## src/rtl/uart_tx_buffer.sv

```systemverilog
`timescale 1ns/1ps
// uart_tx_buffer: CPU-loaded DEPTH-byte message streamed in order to a UART transmitter.
// Latency: first tx_start one cycle after the start write; each next byte one cycle after tx_done.
// Backpressure: one byte in flight, next tx_start waits for tx_done; buffer writes ignored while busy.
module uart_tx_buffer #(
    parameter int DEPTH = 5
) (
    input  logic       clk,
    input  logic       rst_n,
    input  logic       we,
    input  logic [2:0] address,
    input  logic [7:0] w_data,
    output logic [7:0] r_data,
    output logic [7:0] tx_data,
    output logic       tx_start,
    input  logic       tx_done,
    output logic       busy,
    output logic       done
);
    localparam logic [2:0] CTRL_ADDR = 3'(DEPTH);
    localparam logic [2:0] LAST_PTR  = 3'(DEPTH - 1);

    typedef enum logic [1:0] {
        IDLE = 2'd0,
        SEND = 2'd1,
        WAIT = 2'd2
    } state_t;

    state_t     state;
    logic [2:0] rd_ptr;
    logic [2:0] nxt_ptr;
    logic [7:0] mem [DEPTH];

    logic data_wr;
    logic ctrl_wr;
    logic start_cmd;
    logic clear_cmd;

    assign data_wr   = we && (address < CTRL_ADDR) && (state == IDLE);
    assign ctrl_wr   = we && (address == CTRL_ADDR);
    assign start_cmd = ctrl_wr && w_data[0] && (state == IDLE);
    assign clear_cmd = ctrl_wr && w_data[1];
    assign nxt_ptr   = rd_ptr + 3'd1;

    always_comb begin
        r_data = 8'h00;
        if (address < CTRL_ADDR)
            r_data = mem[address];
        else if (address == CTRL_ADDR)
            r_data = {6'b0, busy, done};
    end

    always_ff @(posedge clk or negedge rst_n) begin
        if (!rst_n) begin
            for (int i = 0; i < DEPTH; i++)
                mem[i] <= 8'h00;
        end else if (data_wr) begin
            mem[address] <= w_data;
        end
    end

    // done is cleared first so that a same-edge set from the last tx_done takes priority.
    always_ff @(posedge clk or negedge rst_n) begin
        if (!rst_n) begin
            state    <= IDLE;
            rd_ptr   <= 3'd0;
            tx_data  <= 8'h00;
            tx_start <= 1'b0;
            busy     <= 1'b0;
            done     <= 1'b0;
        end else begin
            tx_start <= 1'b0;
            if (clear_cmd)
                done <= 1'b0;
            case (state)
                IDLE: begin
                    if (start_cmd) begin
                        rd_ptr   <= 3'd0;
                        tx_data  <= mem[0];
                        tx_start <= 1'b1;
                        busy     <= 1'b1;
                        state    <= SEND;
                    end
                end
                SEND: state <= WAIT;
                WAIT: begin
                    if (tx_done) begin
                        if (rd_ptr == LAST_PTR) begin
                            done  <= 1'b1;
                            busy  <= 1'b0;
                            state <= IDLE;
                        end else begin
                            rd_ptr   <= nxt_ptr;
                            tx_data  <= mem[nxt_ptr];
                            tx_start <= 1'b1;
                            state    <= SEND;
                        end
                    end
                end
                default: begin
                    busy  <= 1'b0;
                    state <= IDLE;
                end
            endcase
        end
    end
endmodule

```

## config.mk

```make
export PLATFORM = sky130hd
export DESIGN_NAME = uart_tx_buffer
export DESIGN_NICKNAME = d
export VERILOG_FILES = /design/src/rtl/uart_tx_buffer.sv
export SDC_FILE = /design/constraint.sdc
export NUM_CORES = 1
export LEC_CHECK = 0
export ABC_CLOCK_PERIOD_IN_PS = 2500
export CAP_MARGIN = 5
export CORE_AREA = 2 2 65 92
export DETAILED_ROUTE_END_ITERATION = 10
export DIE_AREA = 0 0 67 94
export PLACE_DENSITY = 0.82
export SKIP_CTS_REPAIR_TIMING = 1
export SLEW_MARGIN = 30
export SYNTH_ARGS = -nofsm -noshare
export SYNTH_HDL_FRONTEND = slang
export SYNTH_SLANG_ARGS = --single-unit
```

## constraint.sdc

```tcl
create_clock -name clk -period 2.5 [get_ports clk]
set_input_delay 0.5 -clock clk [delete_from_list [all_inputs] [get_ports clk]]
set_output_delay 0.5 -clock clk [all_outputs]
set_load 0.005 [all_outputs]
```

==> metrics.cfg <==
[sta]
rsz0062_at_grt=false
tightest_slew_ns=0.650
max_slew_margin=0.567
max_freq_mhz=416
worst_clock_skew_ns=0.00898
fin_ws_ns=0.0987
setup_viol=0
finalCriticalPeriod_ns=2.40
post-route-period-util=0.961
finalHoldViolations=0
setup-tns-final_ns=0
slew_viol_final=0

[yosys]
avgSynthCellArea_um2=11.4
synthArstFlopShare=1.00
synthTopCellsByCount=dfrtp_1, mux2_2, mux2i_1
synth_area_leaders=dfrtp_1, mux2_2, mux2i_1
synth_flop_cell=dfrtp_1
synth_cell_types=37
synth_cells=262
ys_ff_latch=56
yosys_warnings=0
yosysMostFrequentCell=dfrtp_1
ys_seq_area_frac=0.471
syn_area_um2=2980
synth_nets=279
synth_top_area_frac=0.471
yosysTopAreaCell=dfrtp_1
synth-edff-count=0

[routing]
wl_per_cell_um=18.8
wl_mm=7.12
first_pass_iters=4
vias_per_cell=6.11
drc=0
num_vias=2317
drt_iter0_drc=176
ant_nets=0

[layout]
diodes=0
finalNetCount=327
area_delta_synth_final_pct=21.4
nFillCells=422
design_area_um2=3610
multi_input_area_um2=1490
register_area_um2=1400
drive_gt1_frac=0.289

[die]
fp-row-count=32
core_area_um2=5450
die_area_um2=6300
start_util=0.546
die_h_um=94
io_pins=34
fp.dieW_um=67

[global_routing]
antenna_found_initial=0
track_usage=0.251
grt_max_degree=31
overflow=0
grt_pass1_vias=2430
grt_pass1_wl_mm=12.0

[critical_path]
cp-startpoint=address[1]
critPathCapture=r_data[2]
timing.rr.start=rd_ptr[1]$_DFFE_PN0P_
required_ns=2.00
r2r_setup_slack_ns=0.79
ff2ff_path_depth=6
r2r_end=tx_data[1]$_DFFE_PN0P_
cp.arrival_ns=1.90
end_kind=output pin
path_class=in2out
critPathLaunchType=primary input
worst-path-max-fanout=6

[pwr]
p_per_area_nw_per_um2=1110
p_total_mw=4.02
peakVddDrop_mv=0.657
leakagePower_nw=1.65

[placed_design]
preCtsSetupSlack_ns=-0.324
portBuffers=33
place_congestion=0.873
dpl_cell_area_um2=3490
hpwl_mm=5.05

[cts]
clkTransAtPathRegs_ns=0.10
max-clock-path-buffers=2
cts_tree=done
clock_sinks=56
cts_max_level=2
cts-root-buf=clkbuf_8
clkLatencyLatePin_ns=0.31
cts_buffers=5

[hold_path]
hold_path_class=in2async

[status]
status=complete, no violations

[job]
max_cap_violations=0

-- cell usage in the layout, fill, tap and decap left out, types with 2 or more instances in the layout --
master | synthesis | routed
dfrtp_1 | 56 | 56
o22ai_1 | 6 | 6
nor3_1 | 8 | 8
clkdlybuf4s50_1 | 0 | 25
ha_1 | 2 | 2
nand2_2 | 5 | 5
clkbuf_8 | 0 | 5
a22oi_1 | 12 | 12
nand2b_1 | 4 | 4
o21ai_0 | 3 | 3
a211oi_1 | 2 | 2
mux2_2 | 46 | 46
nand2_1 | 13 | 13
dlymetal6s2s_1 | 0 | 6
nor2b_4 | 0 | 2
mux2i_1 | 20 | 20
nand3_1 | 2 | 2
nor4_1 | 8 | 8
nor2_1 | 14 | 14
and3_1 | 8 | 8
buf_6 | 1 | 2
inv_1 | 3 | 3
buf_4 | 3 | 20
nor3b_1 | 8 | 8
a21oi_1 | 5 | 5
o31ai_1 | 8 | 8
-- how the worst min path moves through the flow --
stage / to / slack (ns) / cells past startpoint
final: mem[29]$_DFFE_PN0P_ / 0.20 / 1
after floorplan: busy$_DFFE_PN0P_ / 0.20 / 0
after global routing: mem[38]$_DFFE_PN0P_ / 0.25 / 1
after CTS: mem[29]$_DFFE_PN0P_ / 0.22 / 1
after global placement: tx_data[0]$_DFFE_PN0P_ / 0.46 / 2
after detailed placement: tx_data[0]$_DFFE_PN0P_ / 0.47 / 2
-- metrics by stage --
step	util	instances	hold slack, ns
floorplan	-	262	0.204
global placement	0.641	371	0.462
detailed placement	0.641	371	0.466
CTS	0.657	379	0.220
global route	0.663	379	0.250
finish	0.663	379	0.196
-- worst max-delay path, stage by stage --
cell and delay [ns]:
clkbuf_2 0.16, buf_4 0.19, nor2_1 0.14, buf_4 0.16, a22oi_1 0.08, o22ai_1 0.15, clkdlybuf4s50_1 0.51
-- report_power, final --
group          switching, mW  leakage (nW)  total (mW)  internal (mW)
combinational          0.826         0.920        1.81          0.987
clock                  0.309        0.0485       0.511          0.202
sequential             0.365         0.683        1.70           1.34
total                   1.50          1.65        4.02           2.52
-- cell type report --
type	count	share of cell area
Multi-Input combinational cell	187	0.413
Sequential cell	56	0.388
Timing Repair Buffer	56	0.146
Tap cell	68	0.0236
Clock buffer	5	0.0191
Clock inverter	3	0.00623
Inverter	4	0.00416
-- kinds of logic after synthesis --
family	Yosys count	share of synthesized area
AO/OA/AOI/OAI	40	0.0913
AND/OR/NAND/NOR	78	0.150
XOR/XNOR	1	0.00547
buffers and inverters	19	0.0328
multiplexers	66	0.241
flip-flops	56	0.471
adder cells (fa/ha/maj)	2	0.00841
-- state kept, by name (all words and copies together) (netlist names) --
| name | cells |
|---|---|
| mem | 40 |
| busy | 1 |
| tx_start | 1 |
| state | 2 |
| done | 1 |
| tx_data | 8 |
| rd_ptr | 3 |
-- per-layer routing --
layer	vias up	GRT usage	part of all wire
li1	1065	-	-
met1	1149	0.323	0.40
met2	89	0.420	0.52
met3	14	0.0420	0.059
met4	0	0.0918	0.023
met5	-	0	0
Note: power is estimated with default switching activity, not from simulation.
